[config.mk]
export PLATFORM = sky130hd
export DESIGN_NAME = writeback_seq_ctrl
export DESIGN_NICKNAME = d
export VERILOG_FILES = /design/src/rtl/writeback_seq_ctrl.sv
export SDC_FILE = /design/constraint.sdc
export NUM_CORES = 1
export LEC_CHECK = 0
export CAP_MARGIN = 0
export CORE_AREA = 2 2 88 90
export CTS_CLUSTER_SIZE = 25
export DETAILED_ROUTE_END_ITERATION = 7
export DIE_AREA = 0 0 90 92
export MAX_ROUTING_LAYER = met4
export PLACE_DENSITY = 0.89
export SLEW_MARGIN = 10
export SYNTH_ARGS = -nofsm -noshare
export SYNTH_HDL_FRONTEND = slang
export SYNTH_SLANG_ARGS = --single-unit
[constraint.sdc]
create_clock -name clk -period 2.4 [get_ports clk]
set_clock_uncertainty 0.1 [all_clocks]
set_input_delay 0.48 -clock clk [delete_from_list [all_inputs] [get_ports clk]]
set_output_delay 0.48 -clock clk [all_outputs]
set_load 0.05 [all_outputs]
[src/rtl/writeback_seq_ctrl.sv]
// rtl/writeback_seq_ctrl.sv - write-back sequencer: MemToReg select, register-file write strobe, load handshake
//
// Purpose:
//   Accepts one instruction at a time from decode/execute and sequences its
//   write-back. ALU ops write AluResult one cycle after accept. Loads issue a
//   held MemReq until MemReady, then write MemReadData. Busy stalls upstream
//   whenever the sequencer is not idle.
//
// Ports:
//   clk, reset                       clock, synchronous active-high reset
//   InstValid, IsLoad, RegWriteIn,   instruction handshake and decoded controls
//   WriteRegIn, AluResult
//   MemReadData, MemReady            data-memory response
//   MemReq, MemAddr                  data-memory request
//   MemToReg, RegWrite, WriteReg,    write-back mux select, register-file write port
//   WbData
//   Busy                             upstream stall
//   LoadErr                          one-cycle load-timeout pulse
//
// Configuration:
//   WB_TIMEOUT_EN  when defined, a load waiting TIMEOUT_CYCLES cycles without
//                  MemReady is aborted and LoadErr pulses; otherwise MEM_WAIT
//                  waits indefinitely and LoadErr is tied low.

module writeback_seq_ctrl #(
    parameter int DATA_W         = 32,
    parameter int REG_ADDR_W     = 5,
    parameter int TIMEOUT_CYCLES = 64
) (
    input  logic                  clk,
    input  logic                  reset,
    input  logic                  InstValid,
    input  logic                  IsLoad,
    input  logic                  RegWriteIn,
    input  logic [REG_ADDR_W-1:0] WriteRegIn,
    input  logic [DATA_W-1:0]     AluResult,
    input  logic [DATA_W-1:0]     MemReadData,
    input  logic                  MemReady,
    output logic                  MemReq,
    output logic [DATA_W-1:0]     MemAddr,
    output logic                  MemToReg,
    output logic                  RegWrite,
    output logic [REG_ADDR_W-1:0] WriteReg,
    output logic [DATA_W-1:0]     WbData,
    output logic                  Busy,
    output logic                  LoadErr
);

    typedef enum logic [1:0] {
        S_IDLE      = 2'd0,
        S_MEM_WAIT  = 2'd1,
        S_WRITEBACK = 2'd2
    } state_t;

    // A timeout shorter than two cycles would abort a load before memory
    // could ever answer.
    if (TIMEOUT_CYCLES < 2) begin : g_bad_timeout
        $error("TIMEOUT_CYCLES must be at least 2");
    end

    state_t                  state_q, state_d;
    logic [DATA_W-1:0]       mem_addr_q, mem_addr_d;
    logic                    mem_to_reg_q, mem_to_reg_d;
    logic [DATA_W-1:0]       wb_data_q, wb_data_d;
    logic [REG_ADDR_W-1:0]   write_reg_q, write_reg_d;
    logic                    reg_write_en_q, reg_write_en_d;

    logic accept;
    logic timeout;

    assign accept = InstValid && (state_q == S_IDLE);

`ifdef WB_TIMEOUT_EN
    localparam int CNT_W = ($clog2(TIMEOUT_CYCLES) > 8) ? $clog2(TIMEOUT_CYCLES) : 8;

    logic [CNT_W-1:0] cnt_q, cnt_d;
    logic             load_err_q, load_err_d;

    // MemReady in the final wait cycle takes priority over the abort.
    assign timeout = (state_q == S_MEM_WAIT) && !MemReady &&
                     (cnt_q == CNT_W'(TIMEOUT_CYCLES - 1));

    always_comb begin
        cnt_d = cnt_q;
        if (accept && IsLoad) begin
            cnt_d = '0;
        end else if (state_q == S_MEM_WAIT) begin
            cnt_d = cnt_q + CNT_W'(1);
        end
        load_err_d = timeout;
    end

    always_ff @(posedge clk) begin
        if (reset) begin
            cnt_q      <= '0;
            load_err_q <= 1'b0;
        end else begin
            cnt_q      <= cnt_d;
            load_err_q <= load_err_d;
        end
    end

    assign LoadErr = load_err_q;
`else
    assign timeout = 1'b0;
    assign LoadErr = 1'b0;
`endif

    // State register
    always_ff @(posedge clk) begin
        if (reset) begin
            state_q <= S_IDLE;
        end else begin
            state_q <= state_d;
        end
    end

    // Next-state logic
    always_comb begin
        state_d = state_q;
        case (state_q)
            S_IDLE: begin
                if (accept) begin
                    if (IsLoad) begin
                        state_d = S_MEM_WAIT;
                    end else if (RegWriteIn) begin
                        state_d = S_WRITEBACK;
                    end
                end
            end
            S_MEM_WAIT: begin
                if (MemReady) begin
                    state_d = S_WRITEBACK;
                end else if (timeout) begin
                    state_d = S_IDLE;
                end
            end
            S_WRITEBACK: state_d = S_IDLE;
            default:     state_d = S_IDLE;
        endcase
    end

    // Outputs decoded from state; Busy has no path from InstValid.
    always_comb begin
        MemReq   = 1'b0;
        Busy     = 1'b0;
        RegWrite = 1'b0;
        case (state_q)
            S_MEM_WAIT: begin
                MemReq = 1'b1;
                Busy   = 1'b1;
            end
            S_WRITEBACK: begin
                Busy     = 1'b1;
                // Register 0 is hard-wired, so writes to it are dropped.
                RegWrite = reg_write_en_q && (write_reg_q != '0);
            end
            default: ;
        endcase
    end

    // Captured operands and write-back data. WbData/MemToReg keep their last
    // value until a new write-back source is selected.
    always_comb begin
        mem_addr_d     = mem_addr_q;
        mem_to_reg_d   = mem_to_reg_q;
        wb_data_d      = wb_data_q;
        write_reg_d    = write_reg_q;
        reg_write_en_d = reg_write_en_q;
        if (accept) begin
            if (IsLoad) begin
                mem_addr_d     = AluResult;
                write_reg_d    = WriteRegIn;
                reg_write_en_d = RegWriteIn;
            end else if (RegWriteIn) begin
                wb_data_d      = AluResult;
                mem_to_reg_d   = 1'b0;
                write_reg_d    = WriteRegIn;
                reg_write_en_d = 1'b1;
            end
        end
        if ((state_q == S_MEM_WAIT) && MemReady) begin
            wb_data_d    = MemReadData;
            mem_to_reg_d = 1'b1;
        end
    end

    always_ff @(posedge clk) begin
        if (reset) begin
            mem_addr_q     <= '0;
            mem_to_reg_q   <= 1'b0;
            wb_data_q      <= '0;
            write_reg_q    <= '0;
            reg_write_en_q <= 1'b0;
        end else begin
            mem_addr_q     <= mem_addr_d;
            mem_to_reg_q   <= mem_to_reg_d;
            wb_data_q      <= wb_data_d;
            write_reg_q    <= write_reg_d;
            reg_write_en_q <= reg_write_en_d;
        end
    end

    assign MemAddr  = mem_addr_q;
    assign MemToReg = mem_to_reg_q;
    assign WbData   = wb_data_q;
    assign WriteReg = write_reg_q;

endmodule

## Word level (Yosys, flattened, before mapping)

Index checks and enable logic that the tools add are counted.

- Register bits: 73
- Input port bits: 75
- Output and inout bits: 74
- Word-level logic and storage cells: 45

- Equality and inequality tests: 6
- Multiplexer cells: 20
- Reductions and logical operators: 13

Operator list:

| cell | count |
|---|---|
| 2-to-1 mux 32 bit | 4 |
| 2-to-1 mux 5 bit | 2 |
| 2-to-1 mux 1 bit | 9 |
| 2-to-1 mux 2 bit | 4 |
| AND reduction 3 bit | 2 |
| nonzero test 2 bit | 3 |
| nonzero test 5 bit | 1 |
| inequality test 2 bit, second input constant | 2 |
| one-hot mux 2 bit (2 select lines) | 1 |
| AND reduction 2 bit | 2 |
| logical AND 1 bit | 3 |
| inequality test 3 bit, second input constant | 1 |
| == test 2 x 1 -> 1 bit, second input constant | 1 |
| == test 2 bit, second input constant | 1 |
| logical NOT 2 bit | 1 |
| inequality test 2 x 1 -> 1 bit, second input constant | 1 |
| OR reduction 2 bit | 1 |

## Longest topological paths before layout

Gate-level depths: netlist (run 1).

- Depth in word-level cells: 4
- Mapped depth: 8
- Depth with buffers taken out: 5

## Least setup slack after synthesis (run 1)

Ideal clock, no wire load.

- Path kind: reg-to-output
- From: reg write_reg_q[4], in the netlist WriteReg[4]
- To: out RegWrite
- Arrival: 1359 ps
- Data required time: 1820 ps
- Setup slack: 461 ps
- Stages on the path, launching flop included: 3
- Path buffers: 0
- Cell sequence: dfxtp_1 -> or3_1 -> o311a_1

- Word-level cells in the longest chain between the ends: 3

RTL lines:

| item | line | source |
|---|---|---|
| start: declaration | 65 | `logic [REG_ADDR_W-1:0] write_reg_q, write_reg_d;` |
| start signal: assignment | 199 | `write_reg_q <= write_reg_d;` |
| nonzero test 5 bit | 156 | `RegWrite = reg_write_en_q && (write_reg_q != '0);` |
| logical AND 1 bit | 156 |  |
| 2-to-1 mux 1 bit | 148 | `case (state_q)` |
| end: declaration | 42 | `output logic RegWrite,` |

Every way passes these cells.

## Worst setup path after layout (run 1)

- From: reg state_q[1]
- To: out Busy

- Word-level cells in the longest chain between the ends: 3
- Elaborated cells on any way between the ends: 4
- Those cells by class: 2 x eq/ne; 1 x mux; 1 x reduce/logical

RTL lines:

| item | line | source |
|---|---|---|
| start: declaration | 61 | `state_t state_q, state_d;` |
| start signal: assignment | 114 | `state_q <= state_d;` |
| == test 2 x 1 -> 1 bit / == test 2 bit (equally long branches) | 148 |  |
| OR reduction 2 bit (no line) (*) | - |  |
| 2-to-1 mux 1 bit (*) | 148 |  |
| end: declaration | 45 | `output logic Busy,` |

Every way passes the cells marked *; elsewhere a longest branch is shown, timed or not.

==> impl_metrics.py, run 1 <==
metrics = {
    "outcome": {
        "status": "finished clean",
    },
    "routing": {
        "wl_per_cell_um": 15.03,
        "viasPerCell": 5.134,
        "drc_errors": 0,
        "drt-pass1-iter-count": 4,
        "vias": 3111,
        "wirelength_um": 9106,
        "drt_iter0_markers": 128,
        "ant_nets": 0,
    },
    "pwr": {
        "power_frac_clock_pct": 32.0,
        "power_frac_comb_pct": 27.5,
        "peakVddDrop_mv": 0.5138,
        "power_switching_mw": 1.076,
        "power_mw": 3.320,
        "cellPowerDensity_nw_per_um2": 679.4,
        "p_seq_share_pct": 40.5,
        "switching_share_pct": 32.39,
        "internal_power_mw": 2.245,
        "power.leakage_nw": 1.743,
    },
    "finish": {
        "final_cell_count_no_fill": 606,
        "fin_nets": 577,
        "drive_above_1_share_pct": 12.70,
        "num_antenna_cells": 0,
        "final_common_cell": "clkdlybuf4s50_1",
        "postLayoutCoreUtil_pct": 65.63,
        "mostFrequentLayoutCells": "clkdlybuf4s50_1, nand2_1, dfxtp_1",
        "design_area_um2": 4887,
        "areaGrowthSynthToFinish_pct": 55.06,
    },
    "logic_synthesis": {
        "async_flop_share_pct": 0,
        "synth_fp_nets": 443,
        "ys.flop_type": "dfxtp_1",
        "yosysSeqAreaShare_pct": 46.37,
        "synth.distinct_cells": 29,
        "synth_seq_cells": 73,
        "syn_inst": 365,
        "ys_warn_count": 0,
        "synth_area_per_cell_um2": 8.635,
        "synth_edf_count": 0,
        "post_synth_instance_area_um2": 3152,
    },
    "clock_tree": {
        "cts_tree": "built",
        "root_buffer": "clkbuf_8",
        "htree_num_levels": 3,
        "clock_latency_ns": 0.34,
        "cts.sinks": 73,
        "cts_made_buffers": 9,
        "path_clk_slew_ns": 0.08,
        "clockBufferDepth": 2,
        "post-cts-setup-buffer-count": 0,
        "holdBufCountCts": 0,
    },
    "sta": {
        "tightestPinTransition_ns": 0.5496,
        "fin_crit_sh_pct": 90.26,
        "fin_tns_setup_ns": 0,
        "max_freq_ghz": 0.4616,
        "maxSlewViolCount": 0,
        "period_needed_ns": 2.166,
        "relSlewSlack_pct": 63.25,
        "fin_ws_ns": 0.2337,
        "hold_viol": 0,
        "rsz0062_at_grt": "false",
        "setup_viol": 0,
        "hold_ws_ns": 0.3558,
    },
    "critical_path": {
        "crit_chain": "inv_1 -> ha_1 -> dlygate4sd2_1",
        "max_stage_delay_ns": 0.52,
        "cp_top_family": "buffers and inverters",
        "cp.arrival_ns": 1.59,
        "critPathMaxFanout": 3,
        "critPathSlowestCell": "dlygate4sd2_1",
        "path_buf_inv": 2,
        "path_class": "reg2out",
        "r2r_slack_ns": 0.59,
        "startpoint_type": "flop",
        "cp-end-kind": "output port",
        "required_ns": 1.82,
    },
    "global_route": {
        "grt_max_degree": 66,
        "antenna_found_initial": 0,
        "grt_usage_pct": 23.21,
        "grt_remaining_overflow": 0,
        "grt_pass1_vias": 3142,
        "grt_pass1_wl_um": 15190,
    },
    "placement": {
        "dpl_cell_area_um2": 4669,
        "place_inst": 590,
        "gp_congestion": 0.7806,
        "io_buffers": 147,
        "place_ws_ns": 0.2480,
        "dp_hpwl_um": 6584,
    },
    "die": {
        "die_h_um": 92,
        "die_x_um": 90,
        "placeableCoreArea_um2": 7447,
        "top_level_ports": 149,
        "start_util_pct": 42.32,
        "rows": 32,
        "die-area_um2": 8280,
    },
    "run": {
        "maxCapViolCount": 0,
    },
    "worst_hold_path": {
        "hp-class": "reg2reg",
    },
}
timing repair:
| action | CTS | global route |
|---|---|---|
| hold endpoints to repair | 0 | 0 |
| setup endpoints to repair | 2 | 0 |
| gates resized for setup | 2 | 0 |
routing by layer:
metal / share of wire (%) / vias to the layer above / track usage, %
li1: - / 1497 / -
met1: 43 / 1482 / 27.32
met2: 50 / 120 / 40.41
met3: 5.4 / 12 / 4.437
met4: 1.3 / 0 / 7.179
met5: 0 / - / -
cell families (layout without fill, tap and decap cells):
group | Yosys count | in the layout | synth area share, %
simple gates | 175 | 175 | 22.15
compound gates | 73 | 73 | 22.23
buf+inv | 35 | 174 | 6.352
fa+ha+maj | 3 | 3 | 1.191
flops | 73 | 73 | 46.37
other cells | 1 | 1 | 0.1190
mux | 5 | 5 | 1.588
tightest hold or removal path, delay by kind of cell, from the launching register on:
kind,cells,cell delay [ns]
AO/OA/AOI/OAI,1,0.05
flip-flops,1,0.31
AND/OR/NAND/NOR,1,0.05
registers in the layout, summed over array words and instances (netlist names):
signal	cells
reg_write_en_q	1
MemAddr	32
WbData	32
state_q	2
WriteReg	5
MemToReg	1
worst paths after layout:
| kind | end | from | cells after the start |
|---|---|---|---|
| worst min register to register | MemAddr[29] | MemAddr[29] | 2 |
| worst min-delay path | MemAddr[29] | MemAddr[29] | 2 |
| worst max register to register | WbData[26] | state_q[0] | 6 |
| worst max-delay path | Busy | state_q[1] | 3 |
final cells by class:
| type | count | area, um2 |
|---|---|---|
| Tap cell | 102 | 127.6 |
| Sequential cell | 73 | 1461 |
| Inverter | 3 | 11.26 |
| Clock buffer | 10 | 127.6 |
| Fill cell | 603 | 2560 |
| Timing Repair Buffer | 155 | 1574 |
| Multi-Input combinational cell | 257 | 1493 |
| Clock inverter | 6 | 92.59 |
cells in the mapped netlist (2+ instances only):
| master | count | area, um2 |
|---|---|---|
| nand2_1 | 125 | 469.2 |
| dfxtp_1 | 73 | 1461 |
| nor2_1 | 38 | 142.6 |
| a21oi_1 | 34 | 170.2 |
| a311oi_2 | 30 | 450.4 |
| buf_2 | 12 | 60.06 |
| clkbuf_1 | 12 | 45.04 |
| mux2i_1 | 5 | 50.05 |
| nand2_2 | 5 | 31.28 |
| buf_4 | 4 | 30.03 |
| buf_6 | 3 | 33.78 |
| ha_1 | 3 | 37.54 |
| inv_1 | 3 | 11.26 |
| a311oi_1 | 2 | 17.52 |
| or3_1 | 2 | 12.51 |
power by group through the flow:
stage / logic [mW] / clock network, mW / registers (mW)
6_report: 0.913 / 1.06 / 1.34
5_1_grt: 0.962 / 1.13 / 1.35
4_1_cts: 0.918 / 1.08 / 1.34
3_5_place_dp: 0.919 / 0 / 1.37
3_3_place_gp: 0.898 / 0 / 1.37
2_1_floorplan: 0.289 / 0 / 1.64
Power figures use the tool's default switching activity.
==> inputs of run 2 (changes only) <==
- CTS_CLUSTER_DIAMETER: not set -> 80
==> results of run 2 <==
Same layout as run 1: the final DEF is identical, and so are final timing and power.
